File: config.mk
export PLATFORM = sky130hd
export DESIGN_NAME = riscv_trace_encoder_flat
export DESIGN_NICKNAME = d
export VERILOG_FILES = /design/src/rtl/riscv_trace_encoder_pkg.sv /design/src/rtl/riscv_trace_encoder_if.sv /design/src/rtl/riscv_trace_encoder_fifo.sv /design/src/rtl/riscv_trace_encoder.sv /design/src/flat_wrapper.sv
export SDC_FILE = /design/constraint.sdc
export NUM_CORES = 1
export LEC_CHECK = 0
export BUFFER_PORTS_ARGS = -buffer_cell sky130_fd_sc_hd__buf_4
export CORE_MARGIN = 2
export CORE_UTILIZATION = 30
export CTS_CLUSTER_DIAMETER = 40
export CTS_CLUSTER_SIZE = 12
export DETAILED_ROUTE_END_ITERATION = 10
export GPL_ROUTABILITY_DRIVEN = 1
export PLACE_DENSITY = 0.43
export SLEW_MARGIN = 5
export SYNTH_ARGS = -nofsm -noshare
export SYNTH_HDL_FRONTEND = slang
export SYNTH_HIERARCHICAL = 1
export SYNTH_SLANG_ARGS = --single-unit
export TNS_END_PERCENT = 1
File: constraint.sdc
create_clock -name clk -period 24 [get_ports clk]
set_clock_uncertainty 0.15 [all_clocks]
set_input_delay 1.2 -clock clk [delete_from_list [all_inputs] [get_ports clk]]
set_output_delay 1.2 -clock clk [all_outputs]
set_load 0.005 [all_outputs]
File: src/rtl/riscv_trace_encoder_pkg.sv
// Shared types and constants for the retire-trace encoder.
// Defines record layout, serializer state encoding and word selection.
package riscv_trace_encoder_pkg;

  localparam logic [7:0] SYNC_BYTE_DEF = 8'hA5;
  localparam int         TRACE_WORDS   = 4;
  localparam int         REC_W         = 32 * TRACE_WORDS;

  // Header word field offsets: {sync, seq, drops}
  localparam int HDR_SYNC_LSB  = 24;
  localparam int HDR_SEQ_LSB   = 16;
  localparam int HDR_DROPS_LSB = 0;

  typedef logic [1:0] idx_t;
  localparam idx_t IDX_FIRST = 2'd0;
  localparam idx_t IDX_LAST  = 2'd3;

  typedef enum logic {
    ST_IDLE = 1'b0,
    ST_SEND = 1'b1
  } state_t;

  function automatic logic [31:0] make_header(input logic [7:0]  sync,
                                              input logic [7:0]  seq,
                                              input logic [15:0] drops);
    logic [31:0] hdr;
    hdr = '0;
    hdr[HDR_SYNC_LSB  +: 8]  = sync;
    hdr[HDR_SEQ_LSB   +: 8]  = seq;
    hdr[HDR_DROPS_LSB +: 16] = drops;
    return hdr;
  endfunction

  // Word 0 is the most significant slice of the record.
  function automatic logic [31:0] rec_word(input logic [REC_W-1:0] rec, input idx_t idx);
    logic [31:0] w;
    w = rec[31:0];
    case (idx)
      2'd0:    w = rec[127:96];
      2'd1:    w = rec[95:64];
      2'd2:    w = rec[63:32];
      default: w = rec[31:0];
    endcase
    return w;
  endfunction

endpackage

File: src/rtl/riscv_trace_encoder_if.sv
// Retire capture bus plus valid/ready trace word stream.
// master = encoder side, slave = core/sink side.
interface riscv_trace_encoder_if;
  logic        retire_valid;
  logic [31:0] retire_pc;
  logic [31:0] retire_instr;
  logic [31:0] retire_result;
  logic        trace_valid;
  logic        trace_ready;
  logic [31:0] trace_data;
  logic        trace_last;

  modport master (
    input  retire_valid, retire_pc, retire_instr, retire_result, trace_ready,
    output trace_valid, trace_data, trace_last
  );

  modport slave (
    output retire_valid, retire_pc, retire_instr, retire_result, trace_ready,
    input  trace_valid, trace_data, trace_last
  );
endinterface

File: src/rtl/riscv_trace_encoder_fifo.sv
// Synchronous record FIFO with flush; full/empty/level derive from registered pointers.
module riscv_trace_encoder_fifo #(
  parameter int WIDTH = 128,
  parameter int DEPTH = 8
) (
  input  logic                     clk,
  input  logic                     rst,
  input  logic                     flush,
  input  logic                     push,
  input  logic                     pop,
  input  logic [WIDTH-1:0]         wdata,
  output logic [WIDTH-1:0]         rdata,
  output logic                     full,
  output logic                     empty,
  output logic [$clog2(DEPTH):0]   level
);

  localparam int AW    = $clog2(DEPTH);
  localparam int LVL_W = AW + 1;

  logic [WIDTH-1:0] r_mem [DEPTH];
  logic [AW:0]      r_wr_ptr;
  logic [AW:0]      r_rd_ptr;
  logic             w_push;
  logic             w_pop;

  assign w_push = push && !full && !flush;
  assign w_pop  = pop && !empty && !flush;

  always_ff @(posedge clk or posedge rst) begin
    if (rst) begin
      r_wr_ptr <= '0;
      r_rd_ptr <= '0;
    end else if (flush) begin
      r_wr_ptr <= '0;
      r_rd_ptr <= '0;
    end else begin
      if (w_push) r_wr_ptr <= r_wr_ptr + 1'b1;
      if (w_pop)  r_rd_ptr <= r_rd_ptr + 1'b1;
    end
  end

  always_ff @(posedge clk) begin
    if (w_push) r_mem[r_wr_ptr[AW-1:0]] <= wdata;
  end

  assign level = r_wr_ptr - r_rd_ptr;
  assign full  = (level == LVL_W'(DEPTH));
  assign empty = (level == '0);
  assign rdata = r_mem[r_rd_ptr[AW-1:0]];

endmodule

File: src/rtl/riscv_trace_encoder.sv
// Retire-trace producer: queues {pc, instr, result} records and serializes each
// as a 4-word frame (header, pc, instr, result) on a valid/ready stream.
module riscv_trace_encoder
  import riscv_trace_encoder_pkg::*;
#(
  parameter int         DEPTH     = 8,
  parameter logic [7:0] SYNC_BYTE = SYNC_BYTE_DEF
) (
  input  logic                     clk,
  input  logic                     reset,
  input  logic                     trace_en,
  input  logic                     trace_clear,
  riscv_trace_encoder_if.master    bus,
  output logic [$clog2(DEPTH):0]   fifo_level,
  output logic                     overflow
);

  logic [7:0]       r_seq;
  logic [15:0]      r_drops;
  logic             r_overflow;
  state_t           r_state;
  state_t           w_state_nxt;
  idx_t             r_idx;
  idx_t             w_idx_nxt;
  logic [REC_W-1:0] r_shadow;
  logic [31:0]      r_data;
  logic             r_last;

  logic             w_capture;
  logic             w_push;
  logic             w_drop;
  logic             w_full;
  logic             w_empty;
  logic             w_accept;
  logic             w_pop;
  logic [REC_W-1:0] w_entry;
  logic [REC_W-1:0] w_head;

  function automatic logic [15:0] sat_inc16(input logic [15:0] v);
    return (v == 16'hFFFF) ? v : v + 16'd1;
  endfunction

  // Full is the registered level, so a same-cycle pop never frees room for a push.
  assign w_capture = bus.retire_valid && trace_en && !trace_clear;
  assign w_push    = w_capture && !w_full;
  assign w_drop    = w_capture && w_full;
  assign w_entry   = {make_header(SYNC_BYTE, r_seq, r_drops),
                      bus.retire_pc, bus.retire_instr, bus.retire_result};

  riscv_trace_encoder_fifo #(
    .WIDTH (REC_W),
    .DEPTH (DEPTH)
  ) u_fifo (
    .clk   (clk),
    .rst   (reset),
    .flush (trace_clear),
    .push  (w_push),
    .pop   (w_pop),
    .wdata (w_entry),
    .rdata (w_head),
    .full  (w_full),
    .empty (w_empty),
    .level (fifo_level)
  );

  always_ff @(posedge clk or posedge reset) begin
    if (reset) begin
      r_seq      <= '0;
      r_drops    <= '0;
      r_overflow <= 1'b0;
    end else if (trace_clear) begin
      r_seq      <= '0;
      r_drops    <= '0;
      r_overflow <= 1'b0;
    end else if (w_push) begin
      r_seq   <= r_seq + 8'd1;
      r_drops <= '0;
    end else if (w_drop) begin
      r_drops    <= sat_inc16(r_drops);
      r_overflow <= 1'b1;
    end
  end

  assign w_accept = (r_state == ST_SEND) && bus.trace_ready;

  always_comb begin
    w_state_nxt = r_state;
    w_idx_nxt   = r_idx;
    w_pop       = 1'b0;
    case (r_state)
      ST_IDLE: begin
        if (!w_empty && !trace_clear) begin
          w_pop       = 1'b1;
          w_state_nxt = ST_SEND;
          w_idx_nxt   = IDX_FIRST;
        end
      end
      ST_SEND: begin
        if (w_accept) begin
          if (r_idx == IDX_LAST) begin
            w_idx_nxt = IDX_FIRST;
            if (!w_empty && !trace_clear) begin
              w_pop = 1'b1;
            end else begin
              w_state_nxt = ST_IDLE;
            end
          end else begin
            w_idx_nxt = r_idx + 2'd1;
          end
        end
      end
      default: w_state_nxt = ST_IDLE;
    endcase
  end

  always_ff @(posedge clk or posedge reset) begin
    if (reset) begin
      r_state <= ST_IDLE;
      r_idx   <= IDX_FIRST;
    end else begin
      r_state <= w_state_nxt;
      r_idx   <= w_idx_nxt;
    end
  end

  // Output stage: shadow holds the record in flight, data/last are the current word.
  always_ff @(posedge clk or posedge reset) begin
    if (reset) begin
      r_shadow <= '0;
      r_data   <= '0;
      r_last   <= 1'b0;
    end else if (w_pop) begin
      r_shadow <= w_head;
      r_data   <= rec_word(w_head, IDX_FIRST);
      r_last   <= 1'b0;
    end else if (w_accept && w_state_nxt == ST_SEND) begin
      r_data <= rec_word(r_shadow, w_idx_nxt);
      r_last <= (w_idx_nxt == IDX_LAST);
    end else if (w_state_nxt == ST_IDLE) begin
      r_data <= '0;
      r_last <= 1'b0;
    end
  end

  assign bus.trace_valid = (r_state == ST_SEND);
  assign bus.trace_data  = r_data;
  assign bus.trace_last  = r_last;
  assign overflow        = r_overflow;

endmodule

File: src/flat_wrapper.sv
// flat-port wrapper written by rule: the top's interface ports become plain ports
module riscv_trace_encoder_flat import riscv_trace_encoder_pkg::*;
#(
  parameter int         DEPTH     = 8,
  parameter logic [7:0] SYNC_BYTE = SYNC_BYTE_DEF
)
  (clk, reset, trace_en, trace_clear, fifo_level, overflow, bus_retire_valid, bus_retire_pc, bus_retire_instr, bus_retire_result, bus_trace_ready, bus_trace_valid, bus_trace_data, bus_trace_last);
  riscv_trace_encoder_if bus_i ();
  input  logic clk;
  input  logic reset;
  input  logic trace_en;
  input  logic trace_clear;
  output logic [$clog2(DEPTH):0] fifo_level;
  output logic overflow;
  input wire logic [$bits(bus_i.retire_valid)-1:0] bus_retire_valid;
  input wire logic [$bits(bus_i.retire_pc)-1:0] bus_retire_pc;
  input wire logic [$bits(bus_i.retire_instr)-1:0] bus_retire_instr;
  input wire logic [$bits(bus_i.retire_result)-1:0] bus_retire_result;
  input wire logic [$bits(bus_i.trace_ready)-1:0] bus_trace_ready;
  output wire logic [$bits(bus_i.trace_valid)-1:0] bus_trace_valid;
  output wire logic [$bits(bus_i.trace_data)-1:0] bus_trace_data;
  output wire logic [$bits(bus_i.trace_last)-1:0] bus_trace_last;
  assign bus_i.retire_valid = bus_retire_valid;
  assign bus_i.retire_pc = bus_retire_pc;
  assign bus_i.retire_instr = bus_retire_instr;
  assign bus_i.retire_result = bus_retire_result;
  assign bus_i.trace_ready = bus_trace_ready;
  assign bus_trace_valid = bus_i.trace_valid;
  assign bus_trace_data = bus_i.trace_data;
  assign bus_trace_last = bus_i.trace_last;
  riscv_trace_encoder #(.DEPTH(DEPTH), .SYNC_BYTE(SYNC_BYTE)) u_core (.clk(clk), .reset(reset), .trace_en(trace_en), .trace_clear(trace_clear), .bus(bus_i), .fifo_level(fifo_level), .overflow(overflow));
endmodule
==> run metrics, run 1 <==
ys async rst share 16.1%; Root Buffer clkbuf_16; Fill cells between 10000 and 15000; Worst Hold Class primary input to async pin; post-cts sizing count 0; Switching Fraction around a quarter; slowest CP cell dfrtp_4; 1st-iter DRT viols 1760; # diodes 0; drt pass-1 iters 5; YS warnings 6; GPL Wtd Cong 0.763; pin count of the biggest net entering global routing 122; Worst VDD drop 0.0771 mV; total clock buffers created by CTS 186; H-tree depth 4; post-synth top area cell edfxtp_1; die footprint 162000 sq um; P_int 0.00440 W; status finished clean; first-pass GRT wire length 193 mm; fmax 0.173 GHz; Setup WS post-layout between 15 and 20 ns; share of layout cells above drive strength 1 24.3%; P_leak 20.5 nW; antenna violations before repair 11; largest cells by area after synthesis edfxtp_1 (64%), mux4_2 (12%), dfrtp_1 (10%); CP max stage delay roughly 0.95 ns; Congestion Overflow GR 0; area post-placement 51400 sq um; post-synthesis sequential area ratio around three quarters; post-synth top area share ~64%; Syn Std Cell Area 47800 sq um; CTS Hold Bufs 0; critical path class register to register; crit path buf inv count 3; Pwr Total between 0.005 and 0.006 W; clock network power share between 40% and 50%; #FFs+latches synth ~1200; vias in the first global route ~27000; Routed WL 133 mm; predominant post-synthesis flop cell edfxtp_1; Vias roughly 26000; Crit path required time roughly 24 ns; utilization after layout a little over a third; Worst Setup Start Kind register; final worst-path cycle share 24.1%; Rows 146; Area Overhead vs Synth 21.1%; final instance area between 50000 and 60000 sq um; gr usage total 16.5%; Worst slew margin 19.3%; Cells after Synth 2780; Die Wd 403 um; Mapped Avg Cell Area 17.2 sq um; CP Data Arrival Time 6.03 ns; Least-Margin Pin Slew roughly 1.2 ns; Unique masters post-synth 67; RSZ-0062 raised after global routing no; routed vias/inst 4.85; Logic pwr share under 10%; combined area of the multi-input logic cells 11600 sq um; # nets final 3175; CTS tree built; Detail Placement HPWL 76.7 mm; # port buffers 140; power density over the cells between 100 and 150 nW/um^2; CP cell instances ha_1 -> inv_1 -> fa_1 -> xor2_1 -> or3_1 -> a21oi_4 -> nand3b_1 -> nor2_1 -> nand2b_4 -> nor4_2 -> buf_12 -> buf_4; Die Span Y 403 um; critical path peak fanout 83; clk slew on worst S/H paths 0.06 ns; DRC viols 0; Final min period 5.79 ns; CP top delay family simple AND/OR/NAND/NOR gates; DP Worst Slack about 18 ns; setup TNS 0 ns; final hold violations 0; fin. max-slew vios 0; Skew-Pair Late Insertion Delay 0.77 ns; max-cap check violation count 0; buffers inserted by post-CTS timing repair 0; sequential power share roughly 45%; Final Setup Violations 0; post-route ant nets 0; clk sink count 1221; EDFF count, synth 1024; Setup crit end kind register; Initial Utilization just over 30%; Max Root-Sink Buffers 3; Switching Power 0.00142 W; Top Ports 141; DR WL/cell 25.2 um; storage element area 35700 sq um; Core ar. 158000 sq um
## layout make-up
| type | count | area share [%] |
|---|---|---|
| well taps | 2072 | 4.48 |
| repair buffers | 184 | 2.47 |
| clock buffers | 217 | 8.57 |
| clock inverters | 129 | 2.61 |
| inverters | 14 | 0.112 |
| flip-flops and latches | 1221 | 61.7 |
| multi-input cells | 1457 | 20.1 |
## cells by family (layout without fill, tap and decap cells)
kind of cell | Yosys count | count (layout) | synth area share [%]
buffers and inverters | 164 | 544 | 1.59
adder cells (fa/ha/maj) | 9 | 9 | 0.252
AO/OA/AOI/OAI | 128 | 128 | 1.97
multiplexers | 307 | 307 | 13.2
other | 2 | 64 | 0.0157
flip-flops | 1221 | 1221 | 74.7
AND/OR/NAND/NOR | 937 | 937 | 8.09
XOR/XNOR | 12 | 12 | 0.220
## synth_stat cells, types with 8 or more instances
master / instances
a211oi_1: 9
a21oi_1: 14
a22oi_1: 24
a311oi_1: 8
and3_1: 10
and4_1: 10
buf_1: 18
buf_2: 57
buf_6: 8
clkbuf_1: 63
dfrtp_1: 197
edfxtp_1: 1024
ha_1: 8
inv_1: 12
mux2i_1: 50
mux4_2: 256
nand2_1: 800
nand3_1: 23
nor2_1: 30
nor3_1: 13
o21ai_0: 22
o221ai_1: 21
## power groups by stage
stage	sequential [W]	combinational (W)	clock, W
2_1_floorplan	0.00254	0.000311	0
3_3_place_gp	0.00263	0.000470	0
3_5_place_dp	0.00263	0.000476	0
4_1_cts	0.00259	0.000478	0.00283
5_1_grt	0.00260	0.000523	0.00292
6_report	0.00259	0.000472	0.00276
## layer usage
| metal | wire, um | track usage (%) | vias up |
|---|---|---|---|
| met5 | 51 | 0 | - |
| met4 | 2640 | 4.31 | 8 |
| met3 | 7100 | 3.40 | 181 |
| met2 | 63400 | 26.4 | 678 |
| met1 | 60000 | 22.8 | 13700 |
| li1 | - | - | 11200 |
## layout by cell type, fill, tap and decap left out, types with 7 or more instances in the layout
cell	n
a211oi_1	9
a21oi_1	14
a22oi_1	24
a311oi_1	8
and3_1	10
and4_1	10
buf_4	180
bufinv_16	27
clkbuf_1	20
clkbuf_16	193
clkinv_1	19
clkinv_2	22
clkinv_4	15
clkinvlp_4	25
conb_1	64
dfrtp_1	194
edfxtp_1	1024
ha_1	8
inv_1	11
inv_6	16
mux2i_1	50
mux4_2	256
nand2_1	799
nand2b_1	7
nand3_1	23
nand4_1	7
nor2_1	30
nor3_1	7
o21ai_0	22
o221ai_1	21
o31ai_1	7
## final timing paths
path	startpoint	cells after the start	slack (ns)	end
max	u_core/u_fifo/r_rd_ptr[0]	12	18.21	u_core/u_fifo/r_mem[0][21]
min	reset	2	0.32	u_core/u_fifo/r_rd_ptr[2]
max reg2reg	u_core/u_fifo/r_rd_ptr[0]	12	18.21	u_core/u_fifo/r_mem[0][21]
min reg2reg	u_core/r_shadow[98]	2	0.32	u_core/r_shadow[98]
max in group asynchronous	reset	3	21.56	u_core/r_shadow[122]
min in group clk	u_core/r_shadow[98]	2	0.32	u_core/r_shadow[98]
## state kept, by name (all words and copies together) (netlist names)
name                    count
u_core/bus.trace_last       1
u_core/u_fifo/r_mem      1024
u_core/bus.trace_data      32
u_core/r_seq                8
u_core/r_shadow           128
u_core/u_fifo/r_wr_ptr      4
u_core/bus.trace_valid      1
u_core/r_drops             16
u_core/r_idx                2
u_core/u_fifo/r_rd_ptr      4
u_core/overflow             1
## per-stage QoR
| step | hold slack [ns] | std cells |
|---|---|---|
| floorplan | 0.289 | 2842 |
| global placement | 0.309 | 4948 |
| detailed placement | 0.312 | 4948 |
| CTS | 0.252 | 5294 |
| global route | 0.290 | 5294 |
| finish | 0.320 | 5294 |
(Power assumes the default switching activity.)
==> run 2, diff against run 1 <==
- clock period: 24 -> 5.45 ns (I/O delays scaled with it)
==> run 2 against run 1 <==
Net effect:
- maximum frequency is 36% higher
- final cell count is 1.7% higher
- worst setup slack worse by 17 ns
- design area is 2.2% higher
- sequential share of layout area is 1.3 points lower
- sequential power grew to 4.4 times the previous value
- combinational power grew to 4.4 times the previous value
- utilization is 0.79 points higher
- clock power grew to 4.4 times the previous value
- global-route usage hardly changed
- critical path type unchanged
- critical endpoint is now u_core/u_fifo/r_mem[1][123]
- highest routed layer unchanged
==> run metrics, run 2 (synthesis gave the netlist of run 1 again) <==
post-route ant nets 0 (unchanged); Fin Hold WS 0.109 ns (-0.210 ns); Max Root-Sink Buffers 3 (unchanged); die footprint 162000 sq um (unchanged); crit path buf inv count 3 (unchanged); vias in the first global route 27600 (+2.0%); gr usage total 16.4% (-0.019 points); Rows 146 (unchanged); utilization after layout 37.4% (+0.79 points); Congestion Overflow GR 0 (unchanged); R2R cell count 12 (unchanged); 1st-iter DRT viols 2069 (+18%); Worst Hold Class primary input to register; Die Wd 403 um (unchanged); max-cap check violation count 0 (unchanged); # nets final 3268 (+2.9%); Crit path required time 5.70 ns (-18.53 ns); share of layout cells above drive strength 1 23.8% (-0.53 points); crit-path most repeated cell inv_1; clk sink count 1221 (unchanged); RSZ-0062 raised after global routing no; Core ar. 158000 sq um (unchanged); hold path depth 2; Initial Utilization 30.2% (unchanged); Fill cells 14800 (-0.20%); Detail Placement HPWL 77.5 mm (+1.1%); DR WL/cell 24.7 um (-2.0%); CP top delay family simple AND/OR/NAND/NOR gates; # port buffers 140 (unchanged); Die Span Y 403 um (unchanged); GPL Wtd Cong 0.773 (+1.3%); Final min period 4.25 ns (-1.54 ns); Area Overhead vs Synth 23.7%; non-filler cells, final 5385 (+1.7%); antenna violations before repair 5 (-6); Root Buffer clkbuf_16; critical path class register to register; final worst-path cycle share 78.0% (+54 points); critical path peak fanout 58 (-30%); Final Setup Violations 0 (unchanged); worst reg-to-reg setup slack 1.20 ns (-17.01 ns); CTS tree built; Skew-Pair Late Insertion Delay 0.79 ns (+0.02 ns); slowest CP cell nor3_4; commonest non-fill, non-tap cell in the layout edfxtp_1; Worst Setup Start Kind register; first-pass GRT wire length 195 mm (+0.92%); final instance area 59100 sq um (+2.2%); CP cell instances inv_1 -> ha_1 -> inv_1 -> fa_2 -> xor2_2 -> or3_1 -> a21oi_4 -> nand3b_1 -> nor2_4 -> nand2b_4 -> nor3_4 -> buf_12; status finished clean; P_leak 21.0 nW (+2.5%); pin count of the biggest net entering global routing 139 (+14%); drt pass-1 iters 5 (unchanged); Vias 26000 (+1.2%); CP Data Arrival Time 4.50 ns (-1.53 ns); Setup crit end kind register; power density over the cells 435 nW/um^2 (+330%); DRC viols 0 (unchanged); Worst VDD drop 0.334 mV (+330%); clk slew on worst S/H paths 0.06 ns (about the same); area post-placement 51600 sq um (+0.51%); final hold violations 0 (unchanged); fmax 0.235 GHz (+36%); routed vias/inst 4.83 (-0.48%); placed cells 4945 (-0.061%); max reg flops 1024 (unchanged); Least-Margin Pin Slew 1.23 ns (+0.0207 ns); total clock buffers created by CTS 180 (-3.2%); Hold EP u_core/u_fifo/r_mem[1][55]; HP Start bus_retire_instr[23]; FF-to-FF Start u_core/u_fifo/r_wr_ptr[0]; CP max stage delay 0.73 ns (-0.22 ns); fin. max-slew vios 0 (unchanged); most frequent cells in the layout edfxtp_1 (1024), nand2_1 (799), mux4_2 (256); post-cts sizing count 0 (unchanged); Top Ports 141 (unchanged); r2r endpoint u_core/u_fifo/r_mem[1][123]; Pwr Total 0.0257 W (+340%); H-tree depth 4 (unchanged); Worst slew margin 17.9% (-1.4 points); Routed WL 133 mm (-0.31%)
-- run 2: timing repair --
action,4_1_cts,5_1_grt
hold buffers,102,0
buffers inserted,0,0
endpoints found under the hold margin,941,0
-- run 2: power by group --
group          internal, W  total [W]  switching [W]  leakage, nW
Clock              0.00773     0.0122        0.00447         3.10
Combinational     0.000885    0.00210        0.00121         5.94
Sequential          0.0107     0.0114       0.000679         12.0
Total               0.0193     0.0257        0.00636         21.0
-- run 2: area by class of cell --
cell class | count | area [sq um] | area share (%)
multi-input cells | 1457 | 11700 | 19.8
repair buffers | 283 | 2630 | 4.45
diodes | 2 | 5.00 | 0.00847
flip-flops and latches | 1221 | 35700 | 60.4
inverters | 14 | 70.1 | 0.119
clock inverters | 136 | 1720 | 2.91
well taps | 2072 | 2590 | 4.39
clock buffers | 200 | 4710 | 7.96
-- run 2: per-stage QoR --
step / TNS [ns] / setup WS (ns)
after floorplan: -828.66 / -1.61
after global placement: 0 / 1.25
after detailed placement: 0 / 1.21
after CTS: 0 / 1.18
after global routing: 0 / 1.00
final: 0 / 1.20
-- run 2: metal layers --
metal | vias to the layer above | global-route usage [%] | part of all wire (%)
li1 | 11300 | - | -
met1 | 13900 | 22.7 | 46
met2 | 591 | 26.4 | 48
met3 | 175 | 3.56 | 4.7
met4 | 2 | 4.16 | 2.0
met5 | - | 0 | 0.0098
-- run 2: worst max-delay path by stage --
stage                                   to  cells after the start                       from  slack, ns
2_1_floorplan    u_core/u_fifo/r_mem[4][0]                     14  u_core/u_fifo/r_rd_ptr[1]      -1.61
4_1_cts          u_core/u_fifo/r_rd_ptr[1]                     13  u_core/u_fifo/r_rd_ptr[2]       1.18
6_report       u_core/u_fifo/r_mem[1][123]                     12  u_core/u_fifo/r_wr_ptr[0]       1.20
3_3_place_gp    u_core/u_fifo/r_mem[1][69]                     12  u_core/u_fifo/r_wr_ptr[0]       1.25
5_1_grt          u_core/u_fifo/r_rd_ptr[1]                     13  u_core/u_fifo/r_rd_ptr[2]       1.00
3_5_place_dp     u_core/u_fifo/r_rd_ptr[1]                     13  u_core/u_fifo/r_rd_ptr[2]       1.21
==> run 3, diff against run 2 <==
- PLACE_DENSITY: 0.43 -> 0.45
- clock period: 5.45 -> 3.68 ns (I/O delays scaled with it)
==> run 3 against run 2 <==
Net effect:
- worst setup slack lost 1.1 ns
- sequential share of layout area shrank 1.9 points
- combinational power up 55%
- sequential cell count did not move
- register-to-register slack worse by 1.1 ns
- global-route usage is essentially flat
- critical path type unchanged
- critical endpoint is now u_core/u_fifo/r_mem[0][104]
==> run metrics, run 3 (synthesis gave the netlist of run 1 again) <==
max-cap check violation count 0 (unchanged); most frequent cells in the layout edfxtp_1 (1024), nand2_1 (799), mux4_2 (256); Area Overhead vs Synth 27.8%; Crit path required time 4.03 ns (-1.67 ns); Worst VDD drop 0.369 mV (+11%); Routed WL 133 mm (+0.36%); Least-Margin Pin Slew 1.11 ns (-0.116 ns); # nets final 3431 (+5.0%); Fill cells 14500 (-1.5%); slowest CP cell dfrtp_2; HP Start bus_retire_result[2]; storage element area 35700 sq um (unchanged); Worst Setup Start Kind register; fmax 0.281 GHz (+19%); DP Worst Slack -0.0599 ns (-1.27 ns); CP cell instances inv_1 -> ha_1 -> inv_1 -> fa_2 -> xor2_2 -> or3_4 -> a21oi_4 -> nand3b_1 -> nor2_4 -> nand2b_4 -> buf_4 -> nor4_4 -> clkbuf_16 -> clkbuf_16; power density over the cells 619 nW/um^2 (+42%); critical path peak fanout 13 (-78%); routed vias/inst 4.81 (-0.40%); H-tree depth 4 (unchanged); # port buffers 140 (unchanged); final hold violations 0 (unchanged); post-route ant nets 0 (unchanged); Pwr Total 0.0378 W (+47%); clk sink count 1221 (unchanged); P_leak 22.0 nW (+4.4%); CP max stage delay 0.41 ns (-0.32 ns); Worst Hold Class primary input to register; GPL Wtd Cong 0.797 (+3.1%); fin. max-slew vios 0 (unchanged); CTS tree built; Hold EP u_core/u_fifo/r_mem[6][2]; Max Root-Sink Buffers 3 (unchanged); antenna violations before repair 8 (+3); share of layout cells above drive strength 1 25.5% (+1.7 points); Setup WS post-layout 0.119 ns (-1.08 ns); Vias 26700 (+2.8%); crit path buf inv count 5 (+2); Die Wd 403 um (unchanged); Setup crit end kind register; Final Setup Violations 0 (unchanged); status finished clean; drt pass-1 iters 6 (+1); die footprint 162000 sq um (unchanged); commonest non-fill, non-tap cell in the layout edfxtp_1; max reg flops 1024 (unchanged); first-pass GRT wire length 197 mm (+0.90%); Final min period 3.56 ns (-0.688 ns); CP Data Arrival Time 3.91 ns (-0.59 ns); final instance area 61000 sq um (+3.2%); DR WL/cell 24.0 um (-2.8%); vias in the first global route 28400 (+3.0%); CP top delay family simple AND/OR/NAND/NOR gates; clk slew on worst S/H paths 0.06 ns (about the same); Detail Placement HPWL 81.8 mm (+5.6%); area post-placement 52900 sq um (+2.3%); Rows 146 (unchanged); critical path class register to register; gr usage total 16.5% (+0.030 points); combined area of the multi-input logic cells 11700 sq um (about the same); Top Ports 141 (unchanged); FF-to-FF Start u_core/u_fifo/r_wr_ptr[0]; worst reg-to-reg setup slack 0.12 ns (-1.08 ns); final worst-path cycle share 96.8% (+19 points); Die Span Y 403 um (unchanged); pin count of the biggest net entering global routing 141 (+1.4%); 1st-iter DRT viols 2021 (-2.3%); Skew-Pair Late Insertion Delay 0.80 ns (about the same); R2R cell count 14 (+2); RSZ-0062 raised after global routing no; Initial Utilization 30.2% (unchanged); Worst slew margin 25.7% (+7.7 points); Core ar. 158000 sq um (unchanged); r2r endpoint u_core/u_fifo/r_mem[0][104]; hold path depth 2 (unchanged); Congestion Overflow GR 0 (unchanged); Root Buffer clkbuf_16; DRC viols 0 (unchanged); total clock buffers created by CTS 185 (+2.8%)
[run 3: final cells by class]
class                      count  area share [%]
sequential                  1221            58.5
multi-input combinational   1457            19.2
clock buffer                 212            7.90
timing repair buffer         441            7.52
tap                         2072            4.25
clock inverter               134            2.54
inverter                      14           0.107
antenna                        7          0.0287
[run 3: worst reg2reg max path: stages, from the launching register on]
cell	delay, ns
dfrtp_2	0.41
inv_1	0.09
ha_1	0.19
inv_1	0.08
fa_2	0.38
xor2_2	0.19
or3_4	0.18
a21oi_4	0.04
nand3b_1	0.25
nor2_4	0.16
nand2b_4	0.10
buf_4	0.16
nor4_4	0.38
clkbuf_16	0.29
clkbuf_16	0.22
[run 3: how the worst max path moves through the flow]
| stage | startpoint | to | cells after the start |
|---|---|---|---|
| after global routing | u_core/u_fifo/r_wr_ptr[0] | u_core/bus.trace_data[13] | 12 |
| after global placement | u_core/u_fifo/r_wr_ptr[0] | u_core/u_fifo/r_mem[0][0] | 14 |
| after detailed placement | u_core/u_fifo/r_wr_ptr[0] | u_core/u_fifo/r_mem[0][7] | 14 |
| after floorplan | u_core/u_fifo/r_rd_ptr[1] | u_core/u_fifo/r_mem[4][0] | 14 |
| after CTS | u_core/u_fifo/r_wr_ptr[0] | u_core/u_fifo/r_mem[0][93] | 14 |
| final | u_core/u_fifo/r_wr_ptr[0] | u_core/u_fifo/r_mem[0][104] | 14 |
[run 3: what timing repair did]
item | CTS | global route
pin swaps | 1 | 2
endpoints found under the setup margin | 50 | 134
gates cloned | 0 | 3
buffers inserted | 0 | 9
resized for setup | 3 | 3
endpoints found under the hold margin | 1011 | 0
hold buffers | 159 | 0
[run 3: report_power, final]
| part | leakage [nW] | switching [W] | internal, W |
|---|---|---|---|
| Sequential | 12.0 | 0.000972 | 0.0159 |
| Combinational | 6.88 | 0.00177 | 0.00148 |
| Clock | 3.09 | 0.00676 | 0.0109 |
[run 3: stage by stage]
stage / TNS (ns) / utilization [%] / std cells / hold WS (ns)
after detailed placement: -2.60 / 33.4 / 5034 / 0.115
after floorplan: -2958.95 / - / 2842 / -0.150
after CTS: 0 / 38.5 / 5539 / 0.000534
after global routing: 0 / 38.6 / 5554 / 0.0233
final: 0 / 38.6 / 5558 / 0.0468
after global placement: -0.419 / 33.4 / 5034 / 0.108
[run 3: per-layer routing]
layer  vias to the layer above  track usage (%)  routed length (um)
met5                         -                0                   0
met2                       686             26.2               63000
met3                       182             3.04                6040
met4                         0             4.25                2660
li1                      11700                -                   -
met1                     14100             23.3               61500
